## config.mk

```make
export PLATFORM = sky130hd
export DESIGN_NAME = uart_tx_line_receiver
export DESIGN_NICKNAME = d
export VERILOG_FILES = /design/src/rtl/uart_vip_pkg.sv /design/src/rtl/uart_rx_fifo.sv /design/src/rtl/uart_tx_line_receiver.sv
export SDC_FILE = /design/constraint.sdc
export NUM_CORES = 1
export LEC_CHECK = 0
export ABC_CLOCK_PERIOD_IN_PS = 3100
export BUFFER_PORTS_ARGS = -buffer_cell sky130_fd_sc_hd__buf_4
export CAP_MARGIN = 20
export CORE_MARGIN = 1.5
export CORE_UTILIZATION = 53
export CTS_CLUSTER_SIZE = 28
export DETAILED_ROUTE_END_ITERATION = 10
export GPL_TIMING_DRIVEN = 0
export HOLD_SLACK_MARGIN = 0.06
export PLACE_DENSITY = 0.8
export SLEW_MARGIN = 20
export SYNTH_ARGS = -nofsm -noshare
export SYNTH_HDL_FRONTEND = slang
export SYNTH_HIERARCHICAL = 1
export SYNTH_SLANG_ARGS = --single-unit
export TNS_END_PERCENT = 10
```

## constraint.sdc

```tcl
create_clock -name periph_clk_i -period 3.1 [get_ports periph_clk_i]
set_input_delay 0.155 -clock periph_clk_i [delete_from_list [all_inputs] [get_ports periph_clk_i]]
set_output_delay 0.155 -clock periph_clk_i [all_outputs]
set_load 0.1 [all_outputs]
```

## src/rtl/uart_vip_pkg.sv

```systemverilog
// Shared definitions for the UART VIP receive and transmit halves.
//   rx_state_e     : receiver state encoding (IDLE, START, DATA, PARITY, STOP)
//   ST_*           : plain logic constants of the same encoding for the FSM register
//   BITS_5..BITS_8 : cfg_bits encodings for 5..8 data bits
//   nbits()        : number of data bits selected by a cfg_bits value
package uart_vip_pkg;

    typedef enum logic [2:0] {
        IDLE   = 3'd0,
        START  = 3'd1,
        DATA   = 3'd2,
        PARITY = 3'd3,
        STOP   = 3'd4
    } rx_state_e;

    localparam logic [2:0] ST_IDLE   = IDLE;
    localparam logic [2:0] ST_START  = START;
    localparam logic [2:0] ST_DATA   = DATA;
    localparam logic [2:0] ST_PARITY = PARITY;
    localparam logic [2:0] ST_STOP   = STOP;

    localparam logic [1:0] BITS_5 = 2'b00;
    localparam logic [1:0] BITS_6 = 2'b01;
    localparam logic [1:0] BITS_7 = 2'b10;
    localparam logic [1:0] BITS_8 = 2'b11;

    function automatic logic [3:0] nbits(input logic [1:0] cfg_bits);
        case (cfg_bits)
            BITS_5:  return 4'd5;
            BITS_6:  return 4'd6;
            BITS_7:  return 4'd7;
            BITS_8:  return 4'd8;
            default: return 4'd8;
        endcase
    endfunction

endpackage

```

## src/rtl/uart_rx_fifo.sv

```systemverilog
// Synchronous FIFO with push/pop and full/empty flags.
//   clk_i, rst_i : clock, synchronous active-high reset (flushes pointers)
//   push_i       : write wdata_i; accepted when not full, or when a pop
//                  happens in the same cycle (the pop frees the slot)
//   pop_i        : drop the head entry; ignored when empty
//   rdata_o      : head entry, forced to 0 when empty
//   full_o       : DEPTH entries held
//   empty_o      : no entries held
module uart_rx_fifo
    import uart_vip_pkg::*;
#(
    parameter int DEPTH = 4,
    parameter int WIDTH = 8
) (
    input  logic             clk_i,
    input  logic             rst_i,
    input  logic             push_i,
    input  logic [WIDTH-1:0] wdata_i,
    input  logic             pop_i,
    output logic [WIDTH-1:0] rdata_o,
    output logic             full_o,
    output logic             empty_o
);

    localparam int AW = $clog2(DEPTH);

    // One extra pointer bit separates full from empty when the indices match.
    logic [AW:0]      wr_ptr_q, wr_ptr_d;
    logic [AW:0]      rd_ptr_q, rd_ptr_d;
    logic [WIDTH-1:0] mem_q [DEPTH];
    logic [WIDTH-1:0] mem_d [DEPTH];
    logic             push_acc;
    logic             pop_acc;

    assign empty_o  = (wr_ptr_q == rd_ptr_q);
    assign full_o   = (wr_ptr_q[AW] != rd_ptr_q[AW]) &&
                      (wr_ptr_q[AW-1:0] == rd_ptr_q[AW-1:0]);
    assign pop_acc  = pop_i & ~empty_o;
    assign push_acc = push_i & (~full_o | pop_acc);
    assign rdata_o  = empty_o ? '0 : mem_q[rd_ptr_q[AW-1:0]];

    always_comb begin
        wr_ptr_d = wr_ptr_q;
        rd_ptr_d = rd_ptr_q;
        mem_d    = mem_q;
        if (push_acc) begin
            mem_d[wr_ptr_q[AW-1:0]] = wdata_i;
            wr_ptr_d                = wr_ptr_q + (AW+1)'(1);
        end
        if (pop_acc) begin
            rd_ptr_d = rd_ptr_q + (AW+1)'(1);
        end
    end

    always_ff @(posedge clk_i) begin
        if (rst_i) begin
            wr_ptr_q <= '0;
            rd_ptr_q <= '0;
        end else begin
            wr_ptr_q <= wr_ptr_d;
            rd_ptr_q <= rd_ptr_d;
        end
        mem_q <= mem_d;
    end

endmodule

```

## src/rtl/uart_tx_line_receiver.sv

```systemverilog
// Receive half of the UART VIP: oversamples the DUT's uart_tx_o line,
// deframes characters and queues them in a small FIFO.
//   periph_clk_i, rst_i : sampling clock, synchronous active-high reset
//   uart_line_i         : asynchronous serial line, idle high
//   cfg_*               : enable, bit period minus 1, data bits, parity, stop bits
//   data_o/valid_o/ready_i : received character stream (valid/ready)
//   parity_err_o, frame_err_o, overflow_o : one-cycle pulses in the commit cycle
//   busy_o              : receiver is inside a frame
//   dbg_state_o         : FSM state (rx_state_e encoding)
//
// Handshake: a character leaves the FIFO on every rising clock edge where
// valid_o and ready_i are both high; data_o is stable while valid_o is high
// and ready_i is low.
module uart_tx_line_receiver
    import uart_vip_pkg::*;
#(
    parameter int FIFO_DEPTH = 4,
    parameter int DIV_WIDTH  = 16
) (
    input  logic                 periph_clk_i,
    input  logic                 rst_i,
    input  logic                 uart_line_i,
    input  logic                 cfg_en_i,
    input  logic [DIV_WIDTH-1:0] cfg_div_i,
    input  logic [1:0]           cfg_bits_i,
    input  logic                 cfg_parity_en_i,
    input  logic                 cfg_stop_bits_i,
    output logic [7:0]           data_o,
    output logic                 valid_o,
    input  logic                 ready_i,
    output logic                 parity_err_o,
    output logic                 frame_err_o,
    output logic                 overflow_o,
    output logic                 busy_o,
    output logic [2:0]           dbg_state_o
);

    logic                 sync1_q, sync1_d;
    logic                 line_s_q, line_s_d;
    logic                 line_prev_q, line_prev_d;
    logic [2:0]           state_q, state_d;
    logic [DIV_WIDTH-1:0] cnt_q, cnt_d;
    logic [2:0]           bit_idx_q, bit_idx_d;
    logic [7:0]           shreg_q, shreg_d;
    logic                 perr_q, perr_d;
    logic                 ferr_q, ferr_d;
    logic                 stop_idx_q, stop_idx_d;

    logic       fall;
    logic       cnt_zero;
    logic [3:0] ndata;
    logic       commit;
    logic       pop;
    logic       fifo_full;
    logic       fifo_empty;

    assign sync1_d     = uart_line_i;
    assign line_s_d    = sync1_q;
    assign line_prev_d = line_s_q;

    // Edge detection (not level) means a held-low break cannot retrigger
    // until the line has been seen high again.
    assign fall     = line_prev_q & ~line_s_q;
    assign cnt_zero = (cnt_q == '0);
    assign ndata    = nbits(cfg_bits_i);

    always_comb begin
        state_d    = state_q;
        cnt_d      = cnt_q;
        bit_idx_d  = bit_idx_q;
        shreg_d    = shreg_q;
        perr_d     = perr_q;
        ferr_d     = ferr_q;
        stop_idx_d = stop_idx_q;
        commit     = 1'b0;

        case (state_q)
            ST_IDLE: begin
                if (cfg_en_i && fall) begin
                    cnt_d   = cfg_div_i >> 1;
                    state_d = ST_START;
                end
            end
            ST_START: begin
                if (!cnt_zero) begin
                    cnt_d = cnt_q - DIV_WIDTH'(1);
                end else if (line_s_q) begin
                    state_d = ST_IDLE;      // glitch, not a start bit
                end else begin
                    cnt_d      = cfg_div_i;
                    bit_idx_d  = '0;
                    shreg_d    = '0;        // keeps unused upper bits zero
                    perr_d     = 1'b0;
                    ferr_d     = 1'b0;
                    stop_idx_d = 1'b0;
                    state_d    = ST_DATA;
                end
            end
            ST_DATA: begin
                if (!cnt_zero) begin
                    cnt_d = cnt_q - DIV_WIDTH'(1);
                end else begin
                    shreg_d[bit_idx_q] = line_s_q;
                    cnt_d              = cfg_div_i;
                    if ({1'b0, bit_idx_q} == ndata - 4'd1) begin
                        state_d = cfg_parity_en_i ? ST_PARITY : ST_STOP;
                    end else begin
                        bit_idx_d = bit_idx_q + 3'd1;
                    end
                end
            end
            ST_PARITY: begin
                if (!cnt_zero) begin
                    cnt_d = cnt_q - DIV_WIDTH'(1);
                end else begin
                    perr_d  = (line_s_q != ^shreg_q);
                    cnt_d   = cfg_div_i;
                    state_d = ST_STOP;
                end
            end
            ST_STOP: begin
                if (!cnt_zero) begin
                    cnt_d = cnt_q - DIV_WIDTH'(1);
                end else if (cfg_stop_bits_i && !stop_idx_q) begin
                    ferr_d     = ferr_q | ~line_s_q;
                    stop_idx_d = 1'b1;
                    cnt_d      = cfg_div_i;
                end else begin
                    commit  = 1'b1;
                    state_d = ST_IDLE;
                end
            end
            default: state_d = ST_IDLE;
        endcase

        // Dropping the enable abandons the frame without committing anything.
        if (!cfg_en_i && (state_q != ST_IDLE)) begin
            state_d = ST_IDLE;
            commit  = 1'b0;
        end
    end

    always_ff @(posedge periph_clk_i) begin
        if (rst_i) begin
            sync1_q     <= 1'b1;
            line_s_q    <= 1'b1;
            line_prev_q <= 1'b1;
            state_q     <= ST_IDLE;
            cnt_q       <= '0;
            bit_idx_q   <= '0;
            shreg_q     <= '0;
            perr_q      <= 1'b0;
            ferr_q      <= 1'b0;
            stop_idx_q  <= 1'b0;
        end else begin
            sync1_q     <= sync1_d;
            line_s_q    <= line_s_d;
            line_prev_q <= line_prev_d;
            state_q     <= state_d;
            cnt_q       <= cnt_d;
            bit_idx_q   <= bit_idx_d;
            shreg_q     <= shreg_d;
            perr_q      <= perr_d;
            ferr_q      <= ferr_d;
            stop_idx_q  <= stop_idx_d;
        end
    end

    assign pop     = valid_o & ready_i;
    assign valid_o = ~fifo_empty;

    uart_rx_fifo #(
        .DEPTH (FIFO_DEPTH),
        .WIDTH (8)
    ) u_fifo (
        .clk_i   (periph_clk_i),
        .rst_i   (rst_i),
        .push_i  (commit),
        .wdata_i (shreg_q),
        .pop_i   (pop),
        .rdata_o (data_o),
        .full_o  (fifo_full),
        .empty_o (fifo_empty)
    );

    // The final stop sample is still on the line in the commit cycle.
    assign parity_err_o = commit & perr_q;
    assign frame_err_o  = commit & (ferr_q | ~line_s_q);
    assign overflow_o   = commit & fifo_full & ~pop;
    assign busy_o       = (state_q != ST_IDLE);
    assign dbg_state_o  = state_q;

endmodule
```

* After elaboration in Yosys (flattened, before gate mapping) *
Index checks and enable logic that the tools add are counted.

operators by class
  bitwise operators = 16
  reductions and logical operators = 25
  mux-type cells = 51
  equality and inequality tests = 24
  magnitude comparators = 5
  $add $sub $neg = 5

operator list
  operator                                                               number
  16-bit two-way mux                                                     6
  16-bit case mux with 4 select lines                                    1
  8-bit two-way mux                                                      7
  3-bit two-way mux                                                      12
  32-bit bitwise mux                                                     1
  2-bit != test (second input constant)                                  10
  8-bit binary-select mux with 2-bit select                              1
  8-bit demux with 2-bit select                                          1
  16-bit logical NOT                                                     1
  4-bit case mux with 4 select lines                                     1
  8-bit case mux with 2 select lines                                     1
  16-bit by 1-bit subtractor with 16-bit output (second input constant)  1
  3-bit case mux with 5 select lines                                     1
  1-bit two-way mux                                                      12
  4-bit AND reduction                                                    3
  5-bit AND reduction                                                    2
  3-bit by 1-bit adder with 3-bit output (second input constant)         3
  1-bit bitwise AND                                                      8
  8-bit bitwise mux                                                      1
  8-bit parity                                                           1
  7-bit AND reduction                                                    1
  3-bit by 2-bit == test with 1-bit output (second input constant)       2
  3-bit >= comparator (second input constant)                            2
  1-bit logical AND                                                      6
  27 further kinds                                                       41

storage, ports and cells
  register bits = 74
  bits of input ports = 25

* Longest topological paths before layout *
  depth in word-level cells = 8
  depth in mapped cells = 10
  depth with buffers taken out = 9

* Hierarchy *
The synthesis kept the hierarchy.

by module, submodules not included
  module                 cells an instance  instances  area each (um2)
  uart_tx_line_receiver  302                1          2336.0
  uart_rx_fifo           101                1          1657.8

* Worst setup path after synthesis *
Ideal clock, no wire load.

  path type = register to register
  start = reg cnt_q[2]
  end = reg u_fifo.wr_ptr_q[2]
  slack = -34 ps
  cell stages (with the launch flop) = 10
  arrival time = 3013 ps
  data required time = 2979 ps
  clock period less this slack = 3134 ps
  cell sequence = dfxtp_1 > or4_1 > buf_2 > or4_1 > buf_4 > nor2_1 > and3_1 > nand2_1 > a41oi_1 > mux2_2

between the ends
  cells in the longest elaborated chain, start to end = 5

RTL lines
  element                 RTL line                      RTL
  start, declared         uart_tx_line_receiver.sv:42   logic [DIV_WIDTH-1:0] cnt_q, cnt_d;
  start signal, assigned  uart_tx_line_receiver.sv:160  cnt_q <= cnt_d;
  16-bit logical NOT      uart_tx_line_receiver.sv:64   assign cnt_zero = (cnt_q == '0);
  1-bit two-way mux       uart_tx_line_receiver.sv:122  if (!cnt_zero) begin
  1-bit two-way mux       uart_tx_line_receiver.sv:77   case (state_q)
  1-bit two-way mux       uart_tx_line_receiver.sv:137  if (!cfg_en_i && (state_q != ST_IDLE)) begin
  via commit              uart_tx_line_receiver.sv:52   logic commit;
  1-bit bitwise AND       uart_rx_fifo.sv:39            assign push_acc = push_i & (~full_o | pop_acc);
  end signal, assigned    uart_rx_fifo.sv:60            wr_ptr_q <= wr_ptr_d;
  end, declared           uart_rx_fifo.sv:28            logic [AW:0] wr_ptr_q, wr_ptr_d;

The timed path passes the listed nets, and every way through them passes these cells.
A chain may end at the register's enable or synchronous reset.

* Final worst setup path *
  start = reg cnt_q[2]
  end = out overflow_o

between the ends
  cells in the longest elaborated chain, start to end = 6

RTL lines
  element                          RTL line                      RTL
  16-bit logical NOT               uart_tx_line_receiver.sv:64
  1-bit two-way mux                uart_tx_line_receiver.sv:122
  1-bit two-way mux                uart_tx_line_receiver.sv:77
  1-bit two-way mux                uart_tx_line_receiver.sv:137
  via commit                       uart_tx_line_receiver.sv:52
  1-bit bitwise AND (2 in series)  uart_tx_line_receiver.sv:189  assign overflow_o = commit & fifo_full & ~pop;
  end, declared                    uart_tx_line_receiver.sv:33   output logic overflow_o,

The timed path passes the listed nets, and every way through them passes these cells.

==> results.rst <==
.. list-table::
   :header-rows: 1

   * - Metric
     - Value
   * - Result of the run
     - completed
   * - Series of cell instances along the critical path
     - or4_1 > buf_4 > or4_4 > buf_6 > nor2_2 > and3_4 > and3b_2 > buf_12
   * - Relative slew slack
     - 0.2692
   * - Max_cap viols
     - 0
   * - Layout overhead on the synthesized area
     - 18.67%
   * - Critical-path cell with the highest stage delay
     - sky130_fd_sc_hd__or4_4
   * - Netlist Area Pre-Place
     - around 4000 sq um
   * - Share of the clock period used by the worst path after layout
     - 0.9697
   * - Layout cells sized above 1
     - 0.2208
   * - Area of the die
     - ~8000 sq um
   * - Worst Path Arrival
     - around 2.9 ns
   * - Final setup violation count
     - 0
   * - Post-layout minimum cycle time
     - between 3 and 4 ns
   * - Number of input and output port buffers inserted
     - 39
   * - Pin count of the biggest net entering global routing
     - 15
   * - Yosys warnings
     - 6
   * - Number of pins with negative max-slew slack in the final report
     - 0
   * - Floorplan row count
     - 31
   * - Iteration-0 DRC count of the detailed router
     - around 240
   * - Number of filler cells placed in the layout
     - roughly 570
   * - Critical path class
     - reg2out
   * - Horizontal die dimension
     - 89.81 microns
   * - Antenna cells
     - 0
   * - Worst slew pin tran
     - around 1.1 ns
   * - Total Wirelength
     - between 9000 and 10000 microns
   * - Share of synthesized area occupied by flip-flops and latches
     - 0.4511
   * - Kind of start point of the critical path
     - flip-flop
   * - Total power consumption of the routed design
     - a little over 4 mW
   * - Fmax
     - about 330 MHz
   * - Min-delay worst type
     - in2reg
   * - Count of different cell masters after synthesis
     - between 60 and 70
   * - Number of sinks driven by the clock tree
     - 74
   * - Ratio of total power to cell area
     - between 800 and 900 nW/um^2
   * - Largest vdd supply drop
     - between 900 and 1000 uV
   * - Instance count after placement with tap cells included
     - about 540
   * - Worst Skew
     - between 0.01 and 0.015 ns
   * - CORE AREA
     - around 7300 sq um
   * - Final Hold Viols
     - 0
   * - Clock latency on the worst-skew pair
     - 0.34 ns
   * - Met2 demand-to-capacity share in global routing
     - 0.3785
   * - Final weighted congestion in routability-driven placement
     - 0.8769
   * - H-tree depth
     - 3
   * - Number of antenna violations at the first check in global routing
     - 0
   * - Delay of the slowest critical-path stage
     - roughly 0.53 ns
   * - Predominant post-synthesis flop cell
     - sky130_fd_sc_hd__dfxtp_1
   * - Synthesized net count
     - around 440
   * - Largest fanout on the critical path
     - 10
   * - Required time of the worst setup path
     - between 2 and 3 ns
   * - Met3 Use GR
     - 0.06261
   * - Number of buffers created by CTS
     - 9
   * - Number of top-level pins
     - 41
   * - Non-filler instance count after layout
     - between 500 and 600
   * - DIE HEIGHT
     - ~90 microns
   * - Sum of net half-perimeters after detailed placement
     - about 6400 microns
   * - Setup repair after global routing missed its margin
     - false
   * - Final worst hold slack
     - approximately 0.080 ns
   * - Total global routing overflow
     - 0
   * - Clock root buffer
     - sky130_fd_sc_hd__clkbuf_8
   * - Maximum clock path buffer count
     - 2
   * - Post-synthesis cell count
     - roughly 400
   * - Number of global-route vias before repair
     - about 3100
   * - First-pass detailed-route iteration total
     - 5
   * - GRT Util Overall
     - 0.2382
   * - Initial standard-cell utilization of the core
     - 0.5506
   * - Most crowded layer after global routing
     - met2
   * - #FFs+latches synth
     - 74
   * - Placement-stage cell area
     - roughly 4400 sq um
   * - First-pass GRT wire length
     - approximately 15000 microns
   * - Total via count after detailed routing
     - ~3400
   * - Layout Cell Area excl Fill
     - around 4700 sq um
   * - Leakage power summed over all cells
     - about 1.8 nW
   * - Routed length per placed instance
     - 16.78 microns
   * - Drc violations
     - 0
   * - Global Route met1 Usage
     - 0.3184
   * - Fraction of registers with async set or reset after synthesis
     - 0
   * - Layout net count
     - 490
   * - Element type at the critical path end
     - output pin
   * - Synthesized area per cell
     - around 9.9 sq um
   * - Number of enable flip-flop cells after synthesis
     - 32
   * - Post-detailed-route count of antenna-violating nets
     - 0
   * - Number of vias per cell after detailed routing
     - 6.041
   * - Clock transition at the register clock pins on the worst setup and hold paths after CTS
     - approximately 0.09 ns
   * - TritonCTS clock tree
     - done
critical path, delay by kind of cell (launching register included):
family	cells	cell delay, ns
buf+inv	3	0.51
simple gates	5	1.61
flops	1	0.38
kinds of logic (layout without fill, tap and decap cells):
family	count (synthesis)	in the layout	synth area share
AO/OA/AOI/OAI	107	107	0.1820
XOR/XNOR	26	26	0.05702
adder cells (fa/ha/maj)	8	8	0.02506
buffers and inverters	42	101	0.04449
flip-flops	74	74	0.4511
multiplexers	15	15	0.06485
AND/OR/NAND/NOR	131	131	0.1754
layout make-up:
| cell class | count | area, sq um | share of cell area |
|---|---|---|---|
| Buffer | 27 | 127.6 | 0.02693 |
| Clock buffer | 9 | 123.9 | 0.02614 |
| Clock inverter | 7 | 77.57 | 0.01637 |
| Inverter | 14 | 52.55 | 0.01109 |
| Multi-Input combinational cell | 287 | 2058 | 0.4343 |
| Sequential cell | 74 | 1807 | 0.3812 |
| Tap cell | 99 | 123.9 | 0.02614 |
| Timing Repair Buffer | 44 | 369.1 | 0.07788 |
flip-flops by register name, summed over array words and instances, names as in the netlist:
register,cells
u_fifo/mem_q,32
cnt_q,16
shreg_q,8
bit_idx_q,3
dbg_state_o,3
u_fifo/rd_ptr_q,3
u_fifo/wr_ptr_q,3
ferr_q,1
line_prev_d,1
line_prev_q,1
line_s_d,1
perr_q,1
stop_idx_q,1
stage by stage:
step,utilization,setup TNS (ns),setup slack (ns)
3_5_place_dp,0.6091,-6.739,-0.3000
4_1_cts,0.6496,0,0.02298
6_report,0.6534,0,0.09386
5_1_grt,0.6534,0,0.006386
3_3_place_gp,0.6091,-5.182,-0.2506
2_1_floorplan,-,0,0.1394
repair_timing:
| item | 4_1_cts | 5_1_grt |
|---|---|---|
| hold buffers | 1 | 0 |
| pin swaps | 0 | 1 |
| gates resized for setup | 11 | 13 |
| endpoints found under the hold margin | 1 | 0 |
| setup buffers | 4 | 0 |
| endpoints found under the setup margin | 36 | 37 |
power breakdown:
part | switching, mW | total (mW) | leakage [nW] | internal, mW
registers | 0.130 | 1.24 | 0.639 | 1.11
clock network | 0.391 | 0.770 | 0.0954 | 0.379
logic | 1.34 | 2.07 | 1.04 | 0.737
path summary, 6_finish.rpt:
check	from	endpoint	slack (ns)	depth (start not counted)
max	cnt_q[2]	overflow_o	0.09	8
min	cfg_div_i[12]	cnt_q[11]	0.08	3
max reg2reg	cnt_q[2]	u_fifo/mem_q[9]	0.15	9
min reg2reg	line_s_d	line_prev_d	0.42	1
cells in the mapped netlist, drive strengths merged (2+ instances only):
library cell	number	area [sq um]
and2	6	37.54
nand2	34	127.6
or4	4	30.03
nand4	2	12.51
or2	5	31.28
a41o	2	20.02
clkbuf	21	78.83
nand2b	2	12.51
a21oi	21	105.1
ha	8	100.1
nor2b	16	100.1
o211a	3	30.03
buf	7	46.29
a311o	2	20.02
o21ai	27	135.1
and3	4	25.02
a31oi	16	100.1
dfxtp	42	840.8
mux2	4	48.79
nor4	9	62.56
o211ai	5	37.54
mux4	8	180.2
inv	14	52.55
o32ai	2	25.03
xnor2	19	166.4
a41oi	2	17.52
or3b	2	17.52
xor2	7	61.31
nor2	21	78.83
a211oi	6	50.05
mux2i	3	30.03
nand3	11	55.05
nor3	7	40.04
o31ai	2	15.01
nor3b	2	15.01
o2111ai	2	23.77
o221ai	4	35.03
edfxtp	32	960.9
o21a	3	22.52
nand4b	2	17.52
cells in the final DEF (no fill, tap or decap), drive strengths merged, types with 19 or more instances in the layout:
cell type  instances
a21oi             21
buf               50
clkbuf            29
dfxtp             42
edfxtp            32
nand2             34
nor2              21
o21ai             27
xnor2             19
layer usage:
layer	share of wire	routed length, microns
met4	0.013	118
met1	0.43	4022
met2	0.49	4571
met3	0.074	698
met5	0	0
(Power assumes the default switching activity.)
